--- config.mk ---
export PLATFORM = sky130hd
export DESIGN_NAME = ram_loader
export DESIGN_NICKNAME = d
export VERILOG_FILES = /design/src/rtl/ram_loader.sv
export SDC_FILE = /design/constraint.sdc
export NUM_CORES = 1
export LEC_CHECK = 0
export ABC_AREA = 1
export BUFFER_PORTS_ARGS = -buffer_cell sky130_fd_sc_hd__clkbuf_2
export CAP_MARGIN = 20
export CORE_UTILIZATION = 51
export CTS_CLUSTER_DIAMETER = 50
export DETAILED_ROUTE_END_ITERATION = 16
export HOLD_SLACK_MARGIN = 0.15
export PLACE_DENSITY = 0.78
export SLEW_MARGIN = 40
export SYNTH_ARGS = -nofsm -noshare
export SYNTH_HDL_FRONTEND = slang
export SYNTH_SLANG_ARGS = --single-unit
export TNS_END_PERCENT = 5
--- constraint.sdc ---
create_clock -name clk -period 3.6 [get_ports clk]
set_input_delay 0.36 -clock clk [delete_from_list [all_inputs] [get_ports clk]]
set_output_delay 0.36 -clock clk [all_outputs]
set_load 0.02 [all_outputs]
--- src/rtl/ram_loader.sv ---
// Boot-time RAM loader: parses a length-prefixed, XOR-checksummed byte stream,
// assembles big-endian 16-bit words and writes them to consecutive RAM
// addresses starting at BASE. Holds the CPU in reset while loading and after
// a failed load.
module ram_loader #(
    parameter logic [15:0] BASE  = 16'd0,
    parameter int          DEPTH = 2048
) (
    input  logic        clk,
    input  logic        reset,
    input  logic        start,
    input  logic        rx_valid,
    input  logic [7:0]  rx_data,
    output logic [15:0] ram_address,
    output logic [15:0] ram_in,
    output logic        ram_load,
    output logic        busy,
    output logic        cpu_reset,
    output logic        done,
    output logic        error,
    output logic [15:0] words
);

    // Handshake: a byte is consumed on any rising edge where rx_valid is high
    // and the FSM is in a byte-accepting state; there is no backpressure.

    typedef enum logic [2:0] {
        S_IDLE, S_LEN_HI, S_LEN_LO, S_DATA_HI, S_DATA_LO, S_CHECK, S_DONE, S_ERROR
    } state_t;

    localparam logic [16:0] DEPTH_W = 17'(DEPTH);

    state_t      state_q, state_d;
    logic [7:0]  len_hi_q, len_hi_d;
    logic [15:0] len_q, len_d;
    logic [7:0]  data_hi_q, data_hi_d;
    logic [7:0]  xor_q, xor_d;
    logic [15:0] words_q, words_d;
    logic [15:0] ram_address_q, ram_address_d;
    logic [15:0] ram_in_q, ram_in_d;
    logic        ram_load_q, ram_load_d;
    logic        busy_q, busy_d;
    logic        cpu_reset_q, cpu_reset_d;
    logic        done_q, done_d;
    logic        error_q, error_d;
    logic [15:0] rx_len;

    assign rx_len = {len_hi_q, rx_data};

    // Next-state, datapath and registered-output computation.
    always_comb begin
        state_d       = state_q;
        len_hi_d      = len_hi_q;
        len_d         = len_q;
        data_hi_d     = data_hi_q;
        xor_d         = xor_q;
        words_d       = words_q;
        ram_address_d = ram_address_q;
        ram_in_d      = ram_in_q;
        ram_load_d    = 1'b0;
        case (state_q)
            S_IDLE, S_DONE, S_ERROR: begin
                // A byte arriving with start is not taken as the length high byte.
                if (start) begin
                    state_d = S_LEN_HI;
                    words_d = 16'd0;
                    xor_d   = 8'd0;
                end
            end
            S_LEN_HI: begin
                if (rx_valid) begin
                    len_hi_d = rx_data;
                    state_d  = S_LEN_LO;
                end
            end
            S_LEN_LO: begin
                if (rx_valid) begin
                    len_d = rx_len;
                    if ({1'b0, rx_len} > DEPTH_W) begin
                        state_d = S_ERROR;
                    end else if (rx_len == 16'd0) begin
                        state_d = S_CHECK;
                    end else begin
                        state_d = S_DATA_HI;
                    end
                end
            end
            S_DATA_HI: begin
                if (rx_valid) begin
                    data_hi_d = rx_data;
                    xor_d     = xor_q ^ rx_data;
                    state_d   = S_DATA_LO;
                end
            end
            S_DATA_LO: begin
                if (rx_valid) begin
                    ram_address_d = BASE + words_q;
                    ram_in_d      = {data_hi_q, rx_data};
                    ram_load_d    = 1'b1;
                    words_d       = words_q + 16'd1;
                    xor_d         = xor_q ^ rx_data;
                    state_d       = (words_d == len_q) ? S_CHECK : S_DATA_HI;
                end
            end
            S_CHECK: begin
                if (rx_valid) begin
                    state_d = (rx_data == xor_q) ? S_DONE : S_ERROR;
                end
            end
            default: state_d = S_IDLE;
        endcase
        busy_d      = !(state_d == S_IDLE || state_d == S_DONE || state_d == S_ERROR);
        cpu_reset_d = busy_d || (state_d == S_ERROR);
        done_d      = (state_d == S_DONE);
        error_d     = (state_d == S_ERROR);
    end

    // State and output registers; CPU stays in reset while the loader is reset.
    always_ff @(posedge clk) begin
        if (reset) begin
            state_q       <= S_IDLE;
            len_hi_q      <= 8'd0;
            len_q         <= 16'd0;
            data_hi_q     <= 8'd0;
            xor_q         <= 8'd0;
            words_q       <= 16'd0;
            ram_address_q <= BASE;
            ram_in_q      <= 16'd0;
            ram_load_q    <= 1'b0;
            busy_q        <= 1'b0;
            cpu_reset_q   <= 1'b1;
            done_q        <= 1'b0;
            error_q       <= 1'b0;
        end else begin
            state_q       <= state_d;
            len_hi_q      <= len_hi_d;
            len_q         <= len_d;
            data_hi_q     <= data_hi_d;
            xor_q         <= xor_d;
            words_q       <= words_d;
            ram_address_q <= ram_address_d;
            ram_in_q      <= ram_in_d;
            ram_load_q    <= ram_load_d;
            busy_q        <= busy_d;
            cpu_reset_q   <= cpu_reset_d;
            done_q        <= done_d;
            error_q       <= error_d;
        end
    end

    assign ram_address = ram_address_q;
    assign ram_in      = ram_in_q;
    assign ram_load    = ram_load_q;
    assign busy        = busy_q;
    assign cpu_reset   = cpu_reset_q;
    assign done        = done_q;
    assign error       = error_q;
    assign words       = words_q;

endmodule

Yosys cells after proc, flatten, opt, wreduce, memory -nomap -nowiden
Index checks and enable logic that the tools add are counted.
Word-level totals
  flip-flop bits (word level): 96
  input port bits: 12
  output and inout port bits: 53
  word-level logic and storage cells: 67
Operators by class
  $add $sub $neg: 1
  order comparisons: 1
  equal/unequal tests: 14
  multiplexer cells: 18
  bitwise operators: 2
  reduce and logical (&&, ||, !) cells: 18
Operator list (number)
  2-to-1 mux 16 bit: 2
  case mux 16 bit (2 select lines): 1
  2-to-1 mux 3 bit: 9
  equality test 3 bit, second input constant: 6
  case mux 3 bit (6 select lines): 1
  adder 16 x 1 -> 16 bit, second input constant: 1
  equality test 16 bit: 1
  greater-than comparator 16 x 12 -> 1 bit, second input constant: 1
  logical NOT 16 bit: 1
  2-to-1 mux 8 bit: 2
  case mux 8 bit (2 select lines): 1
  equality test 8 bit: 1
  AND reduction 2 bit: 4
  bitwise XOR 8 bit: 1
  equality test 3 x 2 -> 1 bit, second input constant: 2
  logical NOT 3 bit: 2
  AND reduction 3 bit: 2
  inequality test 2 bit, second input constant: 2
  nonzero test 2 bit: 2
  OR reduction 2 bit: 2
  equality test 3 x 1 -> 1 bit, second input constant: 1
  logical OR 1 bit: 3
  OR reduction 3 bit: 1
  2-to-1 mux 1 bit: 2
  other kinds (3): 3

Longest topological paths before layout
  depth in word-level cells: 10
  mapped depth: 19
  gate-level depth less buffers: 19

Least setup slack after synthesis
No wires, ideal clock.
  path kind: register to register
  start: register words_q[0], in the netlist words[0]
  end: register cpu_reset_q, in the netlist cpu_reset
  library setup time: 0.115 ns
  arrival time: 2.034 ns
  data required time: 3.485 ns
  setup slack: 1.451 ns
  stages on the path, launching flop included: 19
  buffers on the path: 0
  clock period less this slack: 2.149 ns
  cell sequence: dfxtp_1 ha_1 nand2_1 nor2_4 nand3_1 nand2_1 nand2_1 nand2_1 nand2_1 nor2_1 nand2_1 nor2_1 nand2_1 nand2_1 nand2_1 nand3_2 nand3_1 nand2_1 nand2_1
On the way
  cells in the longest elaborated chain, start to end: 10
  elaborated cells between the ends (all ways): 12
  classes of those cells: 1 x add/sub; 3 x eq/ne; 3 x mux; 5 x reduce/logical
Ends and longest elaborated chain
  start, declared: line 38  | logic [15:0] words_q, words_d;
  start signal, assigned: line 140  | words_q <= words_d;
  adder 16 x 1 -> 16 bit (*): line 100  | words_d = words_q + 16'd1;
  equality test 16 bit (*): line 102  | state_d = (words_d == len_q) ? S_CHECK : S_DATA_HI;
  2-to-1 mux 3 bit (*): line 102
  2-to-1 mux 3 bit (*): line 96  | if (rx_valid) begin
  case mux 3 bit (6 select lines) (*): line 61  | case (state_q)
  equality test 3 bit / logical NOT 3 bit (equally long branches): line 112  | busy_d = !(state_d == S_IDLE || state_d == S_DONE || state_d == S_ERROR);
  logical OR 1 bit (2 in series): line 112
  logical NOT 1 bit: line 112
  logical OR 1 bit (*): line 113  | cpu_reset_d = busy_d || (state_d == S_ERROR);
  end signal, assigned: line 145  | cpu_reset_q <= cpu_reset_d;
  end, declared: line 43  | logic cpu_reset_q, cpu_reset_d;
Every way passes the cells marked *; elsewhere a longest branch is shown, timed or not.
A chain may end at the register's enable or synchronous reset.

Worst setup path in the final report
  start: register words_q[1], in the netlist words[1]
  end: register cpu_reset_q, in the netlist cpu_reset
Same word-level chain as after synthesis.

==> impl_metrics.tcl <==
set metrics [dict create \
    status "finished, final reports clean" \
    cpMaxStageDelayCell "dfxtp_1" \
    cts_hold_buf 0 \
    min_period_over_period_pct 67.8 \
    crit_path_start_kind "flip-flop" \
    ctsResizeCount 0 \
    vias 4155 \
    seq_area_frac_synth_pct 44.2 \
    initial_core_util_pct 53.0 \
    rsz0062_at_grt "false" \
    path_buf_inv 0 \
    powerDensity_mw_per_mm2 430 \
    leakage_nw 2.21 \
    max_freq_mhz 410 \
    synthAdderAreaFrac_pct 0.288 \
    slew_viol_final 0 \
    place.gp.congestion 0.937 \
    core_mm2 0.00822 \
    nets 674 \
    worstSetupPathType "flip-flop to flip-flop" \
    max-cap-violations 0 \
    synth-compound-area-share_pct 18.1 \
    routed_wl_um 11100 \
    p_int_mw 1.54 \
    ant_nets 0 \
    synth_top_area_share_pct 44.2 \
    antenna_found_initial 0 \
    die-area_mm2 0.00891 \
    grt_pass1_wl_um 17900 \
    numClockSinks 96 \
    io_pins 65 \
    critPathArrivalTime_ps 2680 \
    cts_tree "done" \
    antenna_cells 0 \
    period_minus_slack_ps 2440 \
    synth_nets 621 \
    p_comb_share_pct 12.5 \
    yosys-top-cells-area "dfxtp_1 (44%), nand2_1 (9.9%), o21ai_0 (8.4%)" \
    cts.clk_slew.worst_paths_ps 90 \
    synth_seq_cells 96 \
    tightest_slew_ps 479 \
    layout-drive-gt1-share_pct 15.6 \
    p_switching_mw 0.588 \
    worstPathRequired_ps 3840 \
    hold_ws_ps 352 \
    synthSimpleGateAreaFrac_pct 26.1 \
    clock_latency_ps 360 \
    fin_setup_tns_ps 0 \
    syn_avg_cell_area_um2 7.16 \
    cp-end-kind "flip-flop" \
    cp_max_fo 6 \
    path_delay_family "simple AND/OR/NAND/NOR gates" \
    die_w_um 94.4 \
    crit_top_cell "nand2_1" \
    path_cells "ha_1 -> nand3_1 -> nor2_2 -> nand4_1 -> nand3_1 -> nand2_1 -> nor2_1 -> nand2_1 -> nor2_1 -> nand2_1 -> nand2_1 -> nand2_1 -> nand3_2 -> nand3_1 -> nand2_1 -> nand2_1" \
    max_slew_margin_pct 67.7 \
    viasPerCell 5.39 \
    syn_to_final_growth_pct 13.5 \
    peakVddDrop_v 0.000322 \
    cp_slowest_stage_delay_ps 450 \
    clock_skew_ps 13.1 \
    synth_area_leader_cell "dfxtp_1" \
    syn_inst 608 \
    pwr-share-seq_pct 53.4 \
    clockPowerShare_pct 34.0 \
    rows 33 \
    htreeDepth 3 \
    hold_class "input pin to flip-flop" \
    port_buffers 64 \
    grt_remaining_overflow 0 \
    sw_frac_of_total_pct 27.7 \
    grt_pass1_vias 3808 \
    grtUsageTotal_pct 26.2 \
    cts_max_path_buffers 2 \
    synth_cell_type_count 31 \
    netlist_area_mm2 0.00435 \
    dp_hpwl_um 7850 \
    cts_inserted_buffers 9 \
    post_cts_buffers 0 \
    finalSetupViolations 0 \
    synth_mux_area_share_pct 0 \
    initialDrtViolationCount 235 \
    hold_viol 0 \
    wl_per_cell_um 14.4 \
    root_buffer "clkbuf_8" \
    drc_errors 0 \
    die_y_um 94.4 \
    synthXorXnorAreaFrac_pct 3.45 \
    grt_max_degree 57 \
    yosys_warnings 0 \
    firstDrtPassIters 5 \
    synth_top_family_by_area "simple AND/OR/NAND/NOR gates" \
]
final timing paths:
check / startpoint / to / slack [ps] / depth (start not counted)
setup / recovery: words[1] / cpu_reset / 1160 / 16
hold / removal: rx_data[2] / len_q[2] / 350 / 3
setup reg to reg: words[1] / cpu_reset / 1160 / 16
hold reg to reg: len_q[8] / len_q[8] / 480 / 2
cell usage in the layout, fill, tap and decap left out, drive strengths merged, types with 4 or more instances in the layout:
cell,instances
inv,59
o21ai,74
nand3,42
dfxtp,96
nand2,121
clkbuf,76
o211a,6
xnor2,8
xor2,4
a21oi,70
buf,6
nor2,80
nand4,9
power by group through the flow:
stage	Clock, mW	Combinational, mW	Sequential, mW
after global routing	0.775	0.298	1.14
final	0.722	0.266	1.14
after global placement	0	0.257	1.16
after floorplan	0	0.182	1.17
after detailed placement	0	0.263	1.16
after CTS	0.730	0.265	1.13
cell families (layout without fill, tap and decap cells):
kind of cell	after synthesis	count (layout)
fa+ha+maj	1	1
compound gates	151	151
simple gates	258	258
flops	96	96
xor+xnor	14	14
buf+inv	88	146
Yosys cell counts, drive strengths merged:
cell type  number
a21oi          70
a22oi           1
buf             6
clkbuf         22
clkinv          1
dfxtp          96
ha              1
inv            59
nand2         121
nand3          42
nand3b          1
nand4           9
nor2           80
nor3            2
nor3b           1
nor4            1
o211a           6
o21ai          74
or2             1
xnor2           8
xnor3           2
xor2            4
metrics by stage:
| step | instances | worst slack (ps) | util, % | total power, mW | instance area, um^2 |
|---|---|---|---|---|---|
| after floorplan | 608 | 1450 | - | 1.35 | 4350 |
| after global placement | 755 | 1270 | 57.7 | 1.41 | 4740 |
| after detailed placement | 755 | 1190 | 57.7 | 1.42 | 4740 |
| after CTS | 771 | 1170 | 60.1 | 2.13 | 4940 |
| after global routing | 771 | 879 | 60.1 | 2.21 | 4940 |
| final | 771 | 1160 | 60.1 | 2.12 | 4940 |
final cells by class:
type	instances	area [um^2]
Fill cell	774	3280
Multi-Input combinational cell	424	2090
Inverter	60	225
Clock inverter	4	53.8
Timing Repair Buffer	70	365
Clock buffer	12	145
Tap cell	105	131
Sequential cell	96	1920
routing by layer:
metal / track usage [%] / vias to the layer above / share of wire (%)
met5: 0 / - / 0
met4: 11.5 / 0 / 2.4
met2: 44.4 / 133 / 47
met3: 3.14 / 25 / 5.1
met1: 33.4 / 1913 / 45
li1: - / 2084 / -
worst reg2reg max path: stages (launching register included):
cell	delay [ps]
dfxtp_1	450
ha_1	250
nand3_1	170
nor2_2	270
nand4_1	160
nand3_1	110
nand2_1	50
nor2_1	80
nand2_1	60
nor2_1	110
nand2_1	100
nand2_1	90
nand2_1	70
nand3_2	80
nand3_1	100
nand2_1	120
nand2_1	50
sequential cells by signal, indices dropped and copies added, names as in the netlist, 3 cells and up:
signal       count
len_q           16
ram_address     16
ram_in          16
words           16
data_hi_q        8
len_hi_q         8
xor_q            8
state_q          3
Note: power is estimated with default switching activity, not from simulation.
